## config.mk

```make
export PLATFORM = sky130hd
export DESIGN_NAME = polar_result_packer
export DESIGN_NICKNAME = d
export VERILOG_FILES = /design/src/rtl/polar_result_packer.sv
export SDC_FILE = /design/constraint.sdc
export NUM_CORES = 1
export LEC_CHECK = 0
export ABC_CLOCK_PERIOD_IN_PS = 3300
export CELL_PAD_IN_SITES_DETAIL_PLACEMENT = 0
export CELL_PAD_IN_SITES_GLOBAL_PLACEMENT = 1
export CORE_UTILIZATION = 45
export DETAILED_ROUTE_END_ITERATION = 12
export HOLD_SLACK_MARGIN = 0.15
export PLACE_DENSITY = 0.86
export SLEW_MARGIN = 20
export SYNTH_ARGS = -nofsm -noshare
export SYNTH_HDL_FRONTEND = slang
export SYNTH_SLANG_ARGS = --single-unit
export TNS_END_PERCENT = 10
```

## constraint.sdc

```tcl
create_clock -name clk_i -period 3.3 [get_ports clk_i]
set_input_delay 0.495 -clock clk_i [delete_from_list [all_inputs] [get_ports clk_i]]
set_output_delay 0.495 -clock clk_i [all_outputs]
set_load 0.01 [all_outputs]
```

## src/rtl/polar_result_packer.sv

```systemverilog
// rtl/polar_result_packer.sv - packs 8-bit polar ALU results into 32-bit words
// Byte mode packs 4 LLRs per word, bit mode packs 32 hard decisions; closed words queue in a FIFO.
module polar_result_packer #(
    parameter int FIFO_DEPTH = 4,
    parameter int CNT_W      = 6
) (
    input  logic                          clk_i,
    input  logic                          rst_i,
    input  logic                          flush_i,
    input  logic                          in_valid_i,
    output logic                          in_ready_o,
    input  logic [7:0]                    in_data_i,
    input  logic                          in_mode_i,
    input  logic                          in_last_i,
    output logic                          out_valid_o,
    input  logic                          out_ready_i,
    output logic [31:0]                   out_data_o,
    output logic [CNT_W-1:0]              out_cnt_o,
    output logic                          out_mode_o,
    output logic                          out_last_o,
    output logic [$clog2(FIFO_DEPTH):0]   fifo_count_o
);
    localparam int PTR_W = $clog2(FIFO_DEPTH);
    localparam int FC_W  = PTR_W + 1;
    localparam logic [CNT_W-1:0] BYTE_MAX = CNT_W'(4);
    localparam logic [CNT_W-1:0] BIT_MAX  = CNT_W'(32);

    logic [31:0]      acc_data;
    logic [CNT_W-1:0] acc_cnt;
    logic             acc_mode;

    logic [31:0]      mem_data [FIFO_DEPTH];
    logic [CNT_W-1:0] mem_cnt  [FIFO_DEPTH];
    logic             mem_mode [FIFO_DEPTH];
    logic             mem_last [FIFO_DEPTH];
    logic [PTR_W-1:0] wr_ptr, rd_ptr;
    logic [FC_W-1:0]  fifo_count;

    logic             full, mode_conflict, accept, close_word, conflict_push, push, pop;
    logic [31:0]      beat_bits, merged_data, push_data;
    logic [CNT_W-1:0] next_cnt, push_cnt;
    logic             push_mode, push_last;

    assign full          = (fifo_count == FC_W'(FIFO_DEPTH));
    assign mode_conflict = in_valid_i && (acc_cnt != '0) && (in_mode_i != acc_mode);
    assign in_ready_o    = !rst_i && !flush_i && !full && !mode_conflict;
    assign accept        = in_valid_i && in_ready_o;
    assign next_cnt      = acc_cnt + CNT_W'(1);
    assign close_word    = accept && (in_last_i || next_cnt == (in_mode_i ? BIT_MAX : BYTE_MAX));
    // A conflicting beat evicts the partial word; the beat itself waits a cycle.
    assign conflict_push = mode_conflict && !full && !flush_i;
    assign push          = close_word || conflict_push;
    assign pop           = out_valid_o && out_ready_i && !flush_i;

    always_comb begin
        beat_bits = '0;
        if (in_mode_i)
            beat_bits = 32'(in_data_i[0]) << acc_cnt[4:0];
        else
            beat_bits = {24'h0, in_data_i} << {acc_cnt[1:0], 3'b000};
        merged_data = acc_data | beat_bits;
    end

    always_comb begin
        push_data = merged_data;
        push_cnt  = next_cnt;
        push_mode = in_mode_i;
        push_last = in_last_i;
        if (conflict_push) begin
            push_data = acc_data;
            push_cnt  = acc_cnt;
            push_mode = acc_mode;
            push_last = 1'b0;
        end
    end

    always_ff @(posedge clk_i or posedge rst_i) begin
        if (rst_i) begin
            acc_data <= '0;
            acc_cnt  <= '0;
            acc_mode <= 1'b0;
        end else if (flush_i || push) begin
            acc_data <= '0;
            acc_cnt  <= '0;
            acc_mode <= 1'b0;
        end else if (accept) begin
            acc_data <= merged_data;
            acc_cnt  <= next_cnt;
            acc_mode <= in_mode_i;
        end
    end

    always_ff @(posedge clk_i or posedge rst_i) begin
        if (rst_i) begin
            wr_ptr     <= '0;
            rd_ptr     <= '0;
            fifo_count <= '0;
        end else if (flush_i) begin
            wr_ptr     <= '0;
            rd_ptr     <= '0;
            fifo_count <= '0;
        end else begin
            if (push) wr_ptr <= wr_ptr + PTR_W'(1);
            if (pop)  rd_ptr <= rd_ptr + PTR_W'(1);
            if (push && !pop)
                fifo_count <= fifo_count + FC_W'(1);
            else if (pop && !push)
                fifo_count <= fifo_count - FC_W'(1);
        end
    end

    always_ff @(posedge clk_i) begin
        if (push) begin
            mem_data[wr_ptr] <= push_data;
            mem_cnt[wr_ptr]  <= push_cnt;
            mem_mode[wr_ptr] <= push_mode;
            mem_last[wr_ptr] <= push_last;
        end
    end

    assign out_valid_o  = (fifo_count != '0);
    assign out_data_o   = out_valid_o ? mem_data[rd_ptr] : '0;
    assign out_cnt_o    = out_valid_o ? mem_cnt[rd_ptr]  : '0;
    assign out_mode_o   = out_valid_o && mem_mode[rd_ptr];
    assign out_last_o   = out_valid_o && mem_last[rd_ptr];
    assign fifo_count_o = fifo_count;
endmodule

```

Word level (Yosys, flattened, before mapping)
Memory sizes are Yosys's and may differ from the RTL's.
Cells that the tools add are included.
- add/subtract/negate cells: 5
- equal/unequal tests: 3
- shifts and indexed selects: 2
- multiplexer cells: 23
- bitwise operators: 1
- reduce and logical (&&, ||, !) cells: 30
- operators with widths (kind ; count):
    $mux W32 ; 5
    $or A32 B32 Y32 ; 1
    $shl A1 B5 Y32 ; 1
    $shl A8 B5 Y32 ; 1
    $mux W6 ; 5
    $logic_and A1 B1 Y1 ; 15
    $mux W3 ; 3
    $mux W2 ; 4
    $add A6 B1 Y6 const B ; 1
    $eq A6 B6 Y1 ; 1
    $logic_not A1 Y1 ; 6
    $mux W1 ; 6
    $reduce_bool A2 Y1 ; 3
    $reduce_bool A3 Y1 ; 2
    $reduce_bool A6 Y1 ; 1
    $add A2 B1 Y2 const B ; 2
    $add A3 B1 Y3 const B ; 1
    $eq A3 B3 Y1 const B ; 1
    $logic_or A1 B1 Y1 ; 3
    $sub A3 B1 Y3 const B ; 1
    $ne A1 B1 Y1 ; 1
- flip-flop bits (word level): 46
- bits in writable memories: 160
- input bits: 15
- output and inout port bits: 45
- logic and storage cells: 74
- memories: 4
- memory list (name ; depth ; width ; read ports ; clocked after Yosys merged registers in ; wr ports ; line ; RTL):
    mem_data ; 4 ; 32 ; 1 ; 0 ; 1 ; 32 ; logic [31:0] mem_data [FIFO_DEPTH];
    mem_cnt ; 4 ; 6 ; 1 ; 0 ; 1 ; 33 ; logic [CNT_W-1:0] mem_cnt [FIFO_DEPTH];
    mem_last ; 4 ; 1 ; 1 ; 0 ; 1 ; 35 ; logic mem_last [FIFO_DEPTH];
    mem_mode ; 4 ; 1 ; 1 ; 0 ; 1 ; 34 ; logic mem_mode [FIFO_DEPTH];

Longest topological paths before layout
- depth in word-level cells: 13
- mapped depth: 13
- depth with buffers taken out: 11

Worst setup path after synthesis
OpenSTA, ideal clock, no wires.
- path kind: input to register
- start: input rst_i
- end: memory mem_cnt[0][0] (enable)
- setup time: 0.401 ns
- arrival: 3.195 ns
- data required time: 2.899 ns
- slack: -0.297 ns
- cell stages on the path: 5
- buffers on the path: 1
- path through: inv_1 a21oi_1 o22ai_4 buf_2 and2_1
- word-level cells in the longest chain between the ends: 9
- RTL lines (item ; line ; RTL):
    start: declaration ; 8 ; input logic rst_i,
    $logic_not A1 Y1 (no source line) ; -- ;
    $logic_and A1 B1 Y1 (3 in series) ; 46 ; assign in_ready_o = !rst_i && !flush_i && !full && !mode_conflict;
    $logic_and A1 B1 Y1 ; 47 ; assign accept = in_valid_i && in_ready_o;
    $logic_and A1 B1 Y1 ; 49 ; assign close_word = accept && (in_last_i || next_cnt == (in_mode_i ? BIT_MAX : BYTE_MAX));
    $logic_or A1 B1 Y1 ; 52 ; assign push = close_word || conflict_push;
    $mux W1 ; 113 ; if (push) begin
    $mux W1 (not written as such) ; 115 ; mem_cnt[wr_ptr] <= push_cnt;
    end: declaration ; 33 ;
Every way passes these cells.

Worst setup path after layout
- start: register acc_cnt[2]
- end: output in_ready_o
- word-level cells in the longest chain between the ends: 5
- RTL lines (item ; line ; RTL):
    start: declaration ; 29 ; logic [CNT_W-1:0] acc_cnt;
    start signal: assignment ; 88 ; acc_cnt <= next_cnt;
    $reduce_bool A6 Y1 ; 45 ; assign mode_conflict = in_valid_i && (acc_cnt != '0) && (in_mode_i != acc_mode);
    $logic_and A1 B1 Y1 (2 in series) ; 45 ;
    $logic_not A1 Y1 ; 46 ;
    $logic_and A1 B1 Y1 ; 46 ;
    end: declaration ; 11 ; output logic in_ready_o,
Every way passes these cells.

==> flow_summary.toml <==
[run_status]
status = "finished, final reports clean"

[die]
dieArea_um2 = 20400
initial_standard_cell_utilization_of_the_core = 0.459
die_extent_in_y_um = 143
pin_count = 60
fp.dieW_um = 143
placementRows = 51
core_area_um2 = 19500

[critical_path]
worst_path_dominant_cell_family = "buffers and inverters"
critPathSlowestCell = "sky130_fd_sc_hd__clkdlybuf4s50_1"
crit_path_end_kind = "output pin"
cp-start-kind = "flip-flop"
worstSetupPathType = "reg -> out"
cp_num_buf_inv = 2
timing.critical_path.fanout_max = 5
worstPathCellList = "nor4_4, a21oi_2, buf_4, a2111oi_0, clkdlybuf4s50_1"
arrival_ps = 2620
cp_slowest_stage_delay_ps = 630
crit_required_ps = 2800

[detailed_routing]
wl_per_cell_um = 18.6
routed-via-count = 5200
via_per_inst = 5.48
drt_iter0_drc = 354
ant_nets = 0
post-route-drc-count = 0
number_of_iterations_in_the_first_detailed_routing_pass = 6
drt-total-wl_um = 17700

[timing]
timing.final.setup_violations = 0
post-route-worst-setup-slack_ps = 187
layout_skew_ps = 10.4
worstMarginPinSlew_ps = 793
timing.fmax_ghz = 0.321
tns_ps = 0
drv_slew = 0
hold_slack_ps = 498
relSlewSlack = 0.467
grt_setup_unrepaired = "false"
period_needed_ps = 3110
fin_crit_sh = 0.943
timing.final.hold_violations = 0

[placement]
place.port_buffers = 59
preCtsSetupSlack_ps = -11.7
place_congestion = 0.906
place.detailed.hpwl_um = 11700
post-place-cells = 913

[logic_synthesis]
syn-cell-area_um2 = 8930
portion_of_synthesized_cell_area_occupied_by_the_leading_cell_type = 0.538
synthArstFlopShare = 0.223
synth-seq-area-share = 0.667
ys.flop_type = "sky130_fd_sc_hd__edfxtp_1"
ys_seq_elements = 206
synth.distinct_cells = 46
synth.net_count = 617
synth_largest_area_cell = "sky130_fd_sc_hd__edfxtp_1"
avgSynthCellArea_um2 = 15.0
number_of_cells_produced_by_synthesis = 595
synth_top_cells_by_area = "sky130_fd_sc_hd__edfxtp_1 (54%), sky130_fd_sc_hd__dfrtp_1 (13%), sky130_fd_sc_hd__mux4_2 (10%)"
synth-edff-count = 160
yosysWarnings = 0

[clock_network]
cts-resized-gates = 0
clock-root-buffer = "sky130_fd_sc_hd__clkbuf_16"
worst_setup_hold_path_clk_slew_ps = 60
cts-hold-fix-buffers = 0
numCtsBuffers = 20
cts.path.max_buffers = 3
sink_count_of_the_clock_tree = 206
cts_tree = "built"
cts-htree-levels = 1
later_pin_clock_latency_in_the_skew_report_ps = 490
postCtsSetupRepairBufs = 0

[power_and_ir_drop]
vdd.ir_drop.worst_uv = 715
power_density_nw_per_um2 = 657
total_power_uw = 7010
power.static_leakage_uw = 0.00403

[global_route]
vias_in_the_first_global_route = 5329
track_usage = 0.180
antenna_found_initial = 0
grt_first_pass_wirelength_um = 28200
overflow = 0
pin_count_of_the_biggest_net_entering_global_routing = 47

[final_layout]
areaGrowthSynthToFinish_pct = 19.5
layout.cells.non_filler = 949
num_antenna_cells = 0
layout-drive-gt1-share = 0.161
n_fill_cell = 1521
finish.net_count = 692

[run]
max_cap_violation_count = 0

[hold_path]
hold_removal_path_class = "reg -> reg"
## kinds of logic (layout without fill, tap and decap cells)
kind of cell / count (synthesis) / after routing / synth area share
buffers and inverters: 48 / 137 / 0.0214
AO/OA/AOI/OAI: 106 / 106 / 0.0814
AND/OR/NAND/NOR: 169 / 169 / 0.0976
flip-flops: 206 / 206 / 0.667
adder cells (fa/ha/maj): 7 / 7 / 0.0107
multiplexers: 44 / 44 / 0.105
XOR/XNOR: 15 / 15 / 0.0163
## power by group
part / switching (uW) / internal, uW / total, uW
sequential: 36.2 / 2850 / 2890
clock: 914 / 1240 / 2150
combinational: 886 / 1080 / 1970
## path summary, 6_finish.rpt
path / from / to / slack, ps / depth (start not counted)
min in group asynchronous: rst_i / fifo_count_o[0]$_DFFE_PP0P_ / 730 / 3
min: acc_data[11]$_DFFE_PP0P_ / acc_data[11]$_DFFE_PP0P_ / 500 / 2
min reg2reg: acc_data[11]$_DFFE_PP0P_ / acc_data[11]$_DFFE_PP0P_ / 500 / 2
max in group asynchronous: rst_i / rd_ptr[0]$_DFFE_PP0P_ / 2130 / 3
max reg2reg: acc_cnt[2]$_DFFE_PP0P_ / fifo_count_o[1]$_DFFE_PP0P_ / 430 / 9
max: acc_cnt[2]$_DFFE_PP0P_ / in_ready_o / 190 / 5
## layout by cell type, fill, tap and decap left out, types with 4 or more instances in the layout
master and count:
sky130_fd_sc_hd__dfrtp_1 45, sky130_fd_sc_hd__xnor2_1 9, sky130_fd_sc_hd__clkinv_1 6, sky130_fd_sc_hd__a22o_1 21
sky130_fd_sc_hd__edfxtp_1 160, sky130_fd_sc_hd__nor3_1 13, sky130_fd_sc_hd__xor2_1 5, sky130_fd_sc_hd__buf_12 8
sky130_fd_sc_hd__clkinv_2 4, sky130_fd_sc_hd__mux2i_1 4, sky130_fd_sc_hd__o21ai_0 9, sky130_fd_sc_hd__nand4_1 4
sky130_fd_sc_hd__a21o_1 32, sky130_fd_sc_hd__ha_1 6, sky130_fd_sc_hd__nand2_1 24, sky130_fd_sc_hd__nor2_1 56
sky130_fd_sc_hd__clkdlybuf4s50_1 59, sky130_fd_sc_hd__and2_2 4, sky130_fd_sc_hd__and2_1 43, sky130_fd_sc_hd__buf_4 22
sky130_fd_sc_hd__mux4_2 40, sky130_fd_sc_hd__clkbuf_16 21, sky130_fd_sc_hd__a21oi_1 35, sky130_fd_sc_hd__nand3_1 6
sky130_fd_sc_hd__inv_1 11
## layer usage
metal,GRT usage,vias up,wire [um]
li1,-,2396,-
met1,0.232,2608,7360
met2,0.312,160,9060
met3,0.0302,36,941
met4,0.0549,0,313
met5,0,-,0
## registers in the layout (all words and copies together) (netlist names)
| register | count |
|---|---|
| fifo_count_o | 3 |
| mem_last | 4 |
| mem_data | 128 |
| rd_ptr | 2 |
| acc_mode | 1 |
| mem_mode | 4 |
| wr_ptr | 2 |
| mem_cnt | 24 |
| acc_cnt | 6 |
| acc_data | 32 |
## cells in the mapped netlist, types with 9 or more instances
cell type                  count
sky130_fd_sc_hd__a21o_1       32
sky130_fd_sc_hd__a21oi_1      35
sky130_fd_sc_hd__a22o_1       21
sky130_fd_sc_hd__and2_1       47
sky130_fd_sc_hd__buf_1         9
sky130_fd_sc_hd__clkbuf_1     22
sky130_fd_sc_hd__dfrtp_1      46
sky130_fd_sc_hd__edfxtp_1    160
sky130_fd_sc_hd__inv_1        12
sky130_fd_sc_hd__mux4_2       40
sky130_fd_sc_hd__nand2_1      24
sky130_fd_sc_hd__nor2_1       56
sky130_fd_sc_hd__nor3_1       13
sky130_fd_sc_hd__o21ai_0       9
sky130_fd_sc_hd__xnor2_1       9
## tightest hold or removal path, delay by kind of cell, from the launching register on
family	cells	cell delay (ps)
simple gates	1	70
flops	1	340
compound gates	1	40
## final cells by class
cell class                 count  area [um^2]  area share
sequential                   206         5960       0.559
inverter                      12         48.8     0.00458
clock inverter                13         87.6     0.00821
timing repair buffer          89          916      0.0859
multi-input combinational    341         2790       0.262
tap                          265          332      0.0311
clock buffer                  23          533      0.0500
## metrics by stage
stage | instance area [um^2] | utilization
6_report | 10700 | 0.548
2_1_floorplan | 8930 | -
4_1_cts | 10700 | 0.548
3_3_place_gp | 10000 | 0.516
3_5_place_dp | 10000 | 0.516
5_1_grt | 10700 | 0.548
(Power assumes the default switching activity.)
